### src/rtl/mips32_pkg.sv
// Shared types for the mips32 program loader. The CSUM state exists only when
// LOADER_CHECKSUM_EN is defined.
package mips32_pkg;

  localparam int ADDR_W_DEFAULT = 10;

  typedef enum logic [2:0] {
    IDLE     = 3'd0,
    HDR_BASE = 3'd1,
    HDR_LEN  = 3'd2,
    DATA     = 3'd3,
`ifdef LOADER_CHECKSUM_EN
    CSUM     = 3'd4,
`endif
    DONE     = 3'd5,
    ERR      = 3'd6
  } loader_state_t;

endpackage

### src/rtl/mips32_loader_wordasm.sv
// Packs accepted bytes (most significant first) into 32-bit words; word_valid
// pulses in the same cycle the fourth byte is accepted, with word already complete.
module mips32_loader_wordasm (
  input  logic        clk1,
  input  logic        rst,
  input  logic        clr,
  input  logic [7:0]  in_data,
  input  logic        accept,
  output logic [31:0] word,
  output logic        word_valid
);

  logic [23:0] shift_q;
  logic [1:0]  cnt_q;

  always_ff @(posedge clk1) begin
    if (rst || clr) begin
      cnt_q <= '0;
    end else if (accept) begin
      cnt_q <= cnt_q + 2'd1;
    end
  end

  always_ff @(posedge clk1) begin
    if (accept) begin
      shift_q <= {shift_q[15:0], in_data};
    end
  end

  assign word_valid = accept && (cnt_q == 2'd3);
  assign word       = {shift_q, in_data};

endmodule

### src/rtl/mips32_loader.sv
// Serial program loader for the mips32 core: header (base, len), data words and,
// with LOADER_CHECKSUM_EN defined, an XOR checksum trailer.
module mips32_loader
  import mips32_pkg::*;
#(
  parameter int ADDR_W = ADDR_W_DEFAULT
) (
  input  logic              clk1,
  input  logic              rst,
  input  logic              start,
  input  logic [7:0]        in_data,
  input  logic              in_valid,
  output logic              in_ready,
  output logic              mem_we,
  output logic [ADDR_W-1:0] mem_addr,
  output logic [31:0]       mem_wdata,
  output logic              core_hold,
  output logic              done,
  output logic              err
);

`ifdef LOADER_CHECKSUM_EN
  localparam loader_state_t AFTER_DATA = CSUM;
`else
  localparam loader_state_t AFTER_DATA = DONE;
`endif
  localparam logic [ADDR_W+1:0] DEPTH = {2'b01, {ADDR_W{1'b0}}};

  loader_state_t     state_q;
  logic [ADDR_W-1:0] base_q;
  logic              base_hi_q;
  logic [ADDR_W:0]   len_q;
  logic [ADDR_W-1:0] idx_q;
  logic [ADDR_W:0]   idx_inc;
  logic [ADDR_W+1:0] span;
  logic [31:0]       word;
  logic              word_valid;
  logic              accept;
  logic              restart;
  logic              hdr_bad;
  logic              last_word;
`ifdef LOADER_CHECKSUM_EN
  logic [31:0]       csum_q;
`endif

  assign in_ready  = (state_q != IDLE) && (state_q != DONE) && (state_q != ERR);
  assign core_hold = (state_q != DONE);
  assign done      = (state_q == DONE);
  assign err       = (state_q == ERR);
  assign accept    = in_valid && in_ready;
  assign restart   = start && ((state_q == IDLE) || (state_q == DONE) || (state_q == ERR));

  // Range check uses a widened sum so base+len can never wrap; len bits above
  // ADDR_W already exceed any legal size on their own.
  assign span      = {2'b00, base_q} + {1'b0, word[ADDR_W:0]};
  assign hdr_bad   = base_hi_q || (|word[31:ADDR_W+1]) || (span > DEPTH);
  assign idx_inc   = {1'b0, idx_q} + {{ADDR_W{1'b0}}, 1'b1};
  assign last_word = (idx_inc == len_q);

  mips32_loader_wordasm u_wordasm (
    .clk1       (clk1),
    .rst        (rst),
    .clr        (restart),
    .in_data    (in_data),
    .accept     (accept),
    .word       (word),
    .word_valid (word_valid)
  );

  always_ff @(posedge clk1) begin
    if (rst) begin
      state_q   <= IDLE;
      mem_we    <= 1'b0;
      mem_addr  <= '0;
      mem_wdata <= '0;
      idx_q     <= '0;
`ifdef LOADER_CHECKSUM_EN
      csum_q    <= '0;
`endif
    end else begin
      mem_we <= 1'b0;
      if (restart) begin
        state_q <= HDR_BASE;
        idx_q   <= '0;
`ifdef LOADER_CHECKSUM_EN
        csum_q  <= '0;
`endif
      end else begin
        case (state_q)
          HDR_BASE: if (word_valid) begin
            base_q    <= word[ADDR_W-1:0];
            base_hi_q <= |word[31:ADDR_W];
            state_q   <= HDR_LEN;
          end
          HDR_LEN: if (word_valid) begin
            len_q <= word[ADDR_W:0];
            idx_q <= '0;
            if (hdr_bad)              state_q <= ERR;
            else if (word == 32'd0)   state_q <= AFTER_DATA;
            else                      state_q <= DATA;
          end
          DATA: if (word_valid) begin
            mem_we    <= 1'b1;
            mem_addr  <= base_q + idx_q;
            mem_wdata <= word;
            idx_q     <= idx_inc[ADDR_W-1:0];
`ifdef LOADER_CHECKSUM_EN
            csum_q    <= csum_q ^ word;
`endif
            if (last_word) state_q <= AFTER_DATA;
          end
`ifdef LOADER_CHECKSUM_EN
          CSUM: if (word_valid) begin
            state_q <= (word == csum_q) ? DONE : ERR;
          end
`endif
          default: ;
        endcase
      end
    end
  end

endmodule

### config.mk
export PLATFORM = sky130hd
export DESIGN_NAME = mips32_loader
export DESIGN_NICKNAME = d
export VERILOG_FILES = /design/src/rtl/mips32_pkg.sv /design/src/rtl/mips32_loader_wordasm.sv /design/src/rtl/mips32_loader.sv
export SDC_FILE = /design/constraint.sdc
export NUM_CORES = 1
export LEC_CHECK = 0
export ABC_CLOCK_PERIOD_IN_PS = 10950
export BUFFER_PORTS_ARGS = -buffer_cell sky130_fd_sc_hd__buf_2
export CAP_MARGIN = 15
export CORE_UTILIZATION = 32
export DETAILED_ROUTE_END_ITERATION = 10
export GPL_TIMING_DRIVEN = 0
export HOLD_SLACK_MARGIN = 0.08
export PLACE_DENSITY = 0.59
export RECOVER_POWER = 50
export SYNTH_ARGS = -nofsm -noshare
export SYNTH_HDL_FRONTEND = slang
export SYNTH_HIERARCHICAL = 1
export SYNTH_SLANG_ARGS = --single-unit
### constraint.sdc
create_clock -name clk1 -period 10.95 [get_ports clk1]
set_clock_uncertainty 0.05 [all_clocks]
set_input_delay 1.6425 -clock clk1 [delete_from_list [all_inputs] [get_ports clk1]]
set_output_delay 1.6425 -clock clk1 [all_outputs]
set_load 0.01 [all_outputs]
==> results of run 1 <==
worst min-delay path by stage:
stage                    startpoint                    end  cells after the start  slack [ns]
2_1_floorplan  u_wordasm/shift_q[5]  u_wordasm/shift_q[13]                      0        0.40
3_3_place_gp          mem_wdata[30]          mem_wdata[30]                      2        0.39
3_5_place_dp          mem_wdata[24]          mem_wdata[24]                      2        0.39
4_1_cts               mem_wdata[24]          mem_wdata[24]                      2        0.41
5_1_grt               mem_wdata[28]          mem_wdata[28]                      2        0.43
6_report              mem_wdata[29]          mem_wdata[29]                      2        0.41
metal layers:
metal  up-vias  GRT usage, %
met5         -             0
met4         0          5.18
met3        16          3.39
met2       128          26.1
met1      1997          23.8
li1       2030             -
power by group:
group          switching [uW]  internal (uW)  total (uW)
Combinational            23.8           11.3        35.1
Sequential               3.25            409         412
Clock                     163            165         328
Total                     190            584         775
state kept, by name, summed over array words and instances (netlist names):
register / count
len_q: 11
state_q: 3
mem_wdata: 32
mem_we: 1
mem_addr: 10
idx_q: 10
u_wordasm/cnt_q: 2
base_q: 10
base_hi_q: 1
u_wordasm/shift_q: 24
kinds of logic (layout without fill, tap and decap cells):
| family | count (synthesis) | after routing | synth area share, % |
|---|---|---|---|
| fa+ha+maj | 23 | 23 | 6.00 |
| simple gates | 207 | 207 | 20.0 |
| compound gates | 123 | 123 | 14.8 |
| xor+xnor | 22 | 22 | 3.82 |
| buf+inv | 49 | 126 | 4.29 |
| flops | 104 | 104 | 50.4 |
| mux | 3 | 3 | 0.620 |
cells in the mapped netlist, types with 2 or more instances:
library cell	number
nand2_1	88
dfxtp_1	58
a21oi_1	56
edfxtp_1	46
nor2_1	37
o21ai_0	24
clkbuf_1	22
ha_1	21
xnor2_1	16
inv_1	14
nor3_1	12
nand3_1	11
nor4_1	9
buf_4	8
nand3b_1	6
nor2b_1	6
o211ai_1	6
xor2_1	6
a21o_1	5
and3_1	5
a211o_1	4
a211oi_1	4
nand2b_1	4
nand4_1	4
or2_2	4
a2111oi_0	3
a22oi_1	3
a31oi_1	3
buf_1	3
nor3b_1	3
or3_1	3
a21boi_0	2
and2b_1	2
and4b_1	2
fa_1	2
mux2i_1	2
nor3_2	2
nor4b_1	2
o21bai_1	2
worst max-delay path, stage by stage:
cell and delay, ns:
clkbuf_1 0.10, clkbuf_1 0.32, ha_1 0.24, inv_1 0.05, fa_1 0.40, nor2b_1 0.23, o211ai_1 0.13, and4_1 0.22
nor4_1 0.40, o2111ai_1 0.32, a2111oi_0 0.58, o32ai_1 0.17
area by class of cell:
class                   count  area, sq um  area share, %
plain buffers              35          134           2.29
clock buffers               9          225           3.85
clock inverters             7         78.8           1.35
inverters                  14         52.6          0.897
multi-input cells         378         2290           39.1
flip-flops and latches    104         2540           43.4
well taps                 211          264           4.51
repair buffers             61          267           4.55
per-stage QoR:
step	util [%]	hold WS, ns	power (uW)	cells	worst slack [ns]
floorplan	-	0.400	444	531	6.50
global placement	36.6	0.391	455	800	5.36
detailed placement	36.7	0.395	457	802	6.03
CTS	38.7	0.406	783	818	6.39
global route	38.2	0.427	804	819	6.13
finish	38.2	0.408	775	819	6.30
cells in the final DEF, fill, tap and decap left out, types with 5 or more instances in the layout:
cell and count:
a21o_1 5, a21oi_1 56, and3_1 5, buf_2 28, clkbuf_1 63, clkbuf_16 9, dfxtp_1 58, edfxtp_1 46
ha_1 21, inv_1 14, nand2_1 88, nand3_1 11, nand3b_1 6, nor2_1 37, nor2b_1 6, nor3_1 12
nor4_1 9, o211ai_1 6, o21ai_0 24, xnor2_1 16, xor2_1 6
==> results.yml, run 1 <==
placed_design:
  globalplace.congestion: 0.905
  io_buffers: 58
  placed_cell_area_sq_um: 5620
  dp_hpwl_um: 9860
routing:
  wl_met2_um: 5990
  routed_wirelength_um: 13200
  ant_nets: 0
  drt-initial-drc-count: 289
  met3_length_um: 844
  wl_met1_um: 6140
  vias_per_cell: 5.09
  firstDrtPassIters: 5
  wire_per_inst_um: 16.1
  vias: 4171
  topRoutingLayerUsed: "met4"
  drc: 0
power:
  irDropWorstVdd_v: 0.0000759
  p_leak_uw: 0.00203
  power.density_nw_per_um2: 132
sta:
  slew_headroom_pct: 26.6
  max_freq_ghz: 0.215
  fin_crit_ns: 4.65
  tns_ns: 0
  fin_crit_sh_pct: 42.5
  worst_pin_slew_ns: 1.10
  slew_violations: 0
  finalSetupViolCount: 0
  timing.final.hold_violations: 0
  grt_setup_unrepaired: "no"
cells_and_area:
  fin_area_sq_um: 5860
  layout-drive-gt1-share_pct: 10.2
  fillerInstances: 1613
  syn2layout_area_growth_pct: 16.1
  nNetsFinal: 638
  n_antenna_cell: 0
clocking:
  holdBufCountCts: 0
  numCtsBuffers: 9
  clkLatencyLatePin_ns: 0.35
  root_buffer: "clkbuf_16"
  clockBufferDepth: 2
  postCtsSetupBuffers: 0
  h-tree-depth: 3
  clk_pin_slew_ns: 0.08
  cts_tree: "built"
  cts_resized: 0
  cts.sinks: 104
worst_setup_path:
  crit_required_ns: 11.12
  crit_type: "in2reg"
  crit_path_end: "state_q[2]"
  startpoint: "in_data[0]"
  rrSetupSlack_ns: 7.24
  crit_fanout: 5
  r2r_end: "idx_q[9]"
  crit_arrival_ns: 4.82
  rr_worst_depth: 12
  reg2reg_from: "state_q[0]"
  startpoint_type: "input pin"
  cp-end-kind: "flop"
logic_synthesis:
  synth-edff-count: 46
  synth_ff_type: "dfxtp_1"
  synth_nets: 566
  yosysWarnings: 6
  yosysUniqueCellTypes: 60
  syn-cell-area_sq_um: 5040
  synthTopCellsByArea: "edfxtp_1 27%, dfxtp_1 23%, nand2_1 6.5%, a21oi_1 5.6%, ha_1 5.2%"
  syn_area_per_cell_sq_um: 9.50
  synth_top_area_share_pct: 27.4
  synthArstFlopShare_pct: 0
  syn_inst: 531
  synth_top_cell_by_area: "edfxtp_1"
  ys_ff_latch: 104
  ys_seq_area_share_pct: 50.4
global_route:
  grt_overflow: 0
  antenna_found_initial: 0
  grt_pass1_vias: 3910
  grt_max_degree: 28
  grt_pass1_wl_um: 21100
  grt_use_total_pct: 16.9
floorplan:
  dieArea_sq_um: 16300
  num_rows: 45
  die_h_um: 128
  die_x_um: 128
  pin_count: 59
  core_area_sq_um: 15300
  start_util_pct: 32.9
outcome:
  status: "finished, final reports clean"
run:
  maxCapViolations: 0
min_path:
  hold_path.class: "reg2reg"
No activity file was read; power rests on OpenSTA's default activity.
==> inputs of run 2 (changes only) <==
Settings changed: ABC_AREA set to 1, ABC_CLOCK_PERIOD_IN_PS 10950 to 3800, PLACE_DENSITY 0.59 to 0.61.
Clock period 10.95 ns to 3.8 ns, I/O delays scaled along.
==> results.yml, run 2 <==
worst_setup_path:
  rrSetupSlack_ns: 0.52
  startpoint: "state_q[0]"
  reg2reg_from: "state_q[0]"
  cp-end-kind: "flop"
  crit_arrival_ns: 3.20
  r2r_end: "len_q[2]"
  crit_path_top_delay_cell: "nor3_2"
  startpoint_type: "flop"
  crit_chain: "inv_1 > a21oi_1 > a31oi_1 > nor2_2 > nand2_1 > inv_1 > nand2_1 > clkbuf_1 > nor3_2"
  crit_type: "reg2reg"
  slowest_delay_ns: 0.85
  rr_worst_depth: 9
  crit_fanout: 12
  crit_required_ns: 3.72
placed_design:
  placed_cell_area_sq_um: 5750
  globalplace.congestion: 0.855
  io_buffers: 58
  dp_hpwl_um: 9740
  dpl.cell_count: 908
logic_synthesis:
  syn_inst: 632
  synth_top_area_share_pct: 26.8
  synthTopCellsByArea: "edfxtp_1 27%, dfxtp_1 23%, nand2_1 9.1%, nor2_1 7.6%, inv_1 5.2%"
  ys_ff_latch: 104
  yosysUniqueCellTypes: 35
  synthArstFlopShare_pct: 0
  syn-cell-area_sq_um: 5160
  synthTopCellsByCount: "125 x nand2_1, 105 x nor2_1, 71 x inv_1"
  synth_top_cell_by_area: "edfxtp_1"
  yosysMostFrequentCell: "nand2_1"
  yosysWarnings: 6
  ys_seq_area_share_pct: 49.3
  synth-edff-count: 46
  syn_area_per_cell_sq_um: 8.16
  synth_ff_type: "dfxtp_1"
  synth_nets: 667
cells_and_area:
  largest_register_ff_count: 32
  fin_area_sq_um: 5940
  n_antenna_cell: 0
  regMostFlops: "mem_wdata"
  syn2layout_area_growth_pct: 15.2
  layout-drive-gt1-share_pct: 6.78
  largestRegisters: "mem_wdata: 32 flops, u_wordasm/shift_q: 24 flops, len_q: 11 flops"
  final_cell_mix: "125 x nand2_1, 104 x nor2_1, 71 x inv_1, 71 x clkbuf_1, 58 x dfxtp_1"
  layout_commonest_cell: "nand2_1"
  nNetsFinal: 738
  fin_util_pct: 37.5
  layout.cells.non_filler: 924
clocking:
  numCtsBuffers: 9
  postCtsSetupBuffers: 0
  clkLatencyLatePin_ns: 0.34
  cts_resized: 0
  clockBufferDepth: 2
  cts_tree: "built"
  holdBufCountCts: 0
  root_buffer: "clkbuf_16"
  cts.sinks: 104
  h-tree-depth: 3
  clk_pin_slew_ns: 0.07
routing:
  met3_length_um: 550
  wl_met1_um: 6320
  wire_per_inst_um: 14.0
  drc: 0
  vias_per_cell: 4.64
  topRoutingLayerUsed: "met4"
  drt-initial-drc-count: 188
  wl_met2_um: 5800
  ant_nets: 0
  vias: 4283
  routed_wirelength_um: 13000
  firstDrtPassIters: 4
floorplan:
  start_util_pct: 32.6
  pin_count: 59
  core_area_sq_um: 15800
  num_rows: 46
  die_h_um: 129
  dieArea_sq_um: 16600
  die_x_um: 129
sta:
  slew_violations: 0
  worst_pin_slew_ns: 0.989
  finalSetupViolCount: 0
  slew_headroom_pct: 33.7
  timing.final.hold_violations: 0
  whs_ns: 0.369
  fin_crit_ns: 3.28
  fin_crit_sh_pct: 86.4
  max_freq_ghz: 0.304
  grt_setup_unrepaired: "no"
  tns_ns: 0
min_path:
  holdCritStartpoint: "in_data[5]"
  hold_path.class: "in2reg"
  hold_end: "u_wordasm/shift_q[5]"
  hold_depth: 1
global_route:
  grt_pass1_vias: 4015
  grt_overflow: 0
  antenna_found_initial: 0
  grt_pass1_wl_um: 20700
  grt_use_total_pct: 16.3
  grt_max_degree: 19
power:
  p_leak_uw: 0.00246
  irDropWorstVdd_v: 0.000189
  power.density_nw_per_um2: 367
outcome:
  status: "finished, final reports clean"
run:
  maxCapViolations: 0
run 2: layout make-up:
cell class / instances / area, sq um
repair buffers: 60 / 249
inverters: 72 / 270
multi-input cells: 431 / 2230
fillers: 1645 / 9890
flip-flops and latches: 104 / 2540
clock buffers: 11 / 243
well taps: 216 / 270
clock inverters: 5 / 40.0
plain buffers: 25 / 101
run 2: worst max-delay path by stage:
stage	endpoint	slack, ns	cells past startpoint
after floorplan	base_hi_q	0.40	8
after global placement	base_q[1]	-0.89	8
after detailed placement	len_q[1]	0.50	9
after CTS	len_q[1]	0.45	9
after global routing	len_q[1]	0.19	9
final	len_q[2]	0.52	9
run 2: critical path: cells and delay by family, from the launching register on:
kind                   cells  cell delay (ns)
AOI/OAI and AO/OA          2             0.33
buffers and inverters      3             0.50
DFF                        1             0.45
and+or+nand+nor            4             1.58
run 2: where the power goes:
part	switching (uW)	internal, uW	leakage, uW	total [uW]
Sequential	11.0	1180	0.000882	1190
Clock	423	469	0.000142	892
Combinational	70.0	30.7	0.00143	101
Total	504	1680	0.00246	2180
run 2: through the flow:
step	setup WS, ns	power [uW]
2_1_floorplan	0.399	1280
3_3_place_gp	-0.888	1320
3_5_place_dp	0.497	1320
4_1_cts	0.449	2210
5_1_grt	0.195	2260
6_report	0.515	2180
run 2: cell families after synthesis:
group	synth area share, %
AND/OR/NAND/NOR	25.2
AO/OA/AOI/OAI	10.0
adder cells (fa/ha/maj)	5.87
buffers and inverters	7.79
flip-flops	49.3
XOR/XNOR	1.87
run 2: metal layers:
metal,up-vias,track usage (%)
met5,-,0
met4,0,6.92
met3,22,2.83
met2,84,25.5
met1,1967,22.3
li1,2210,-
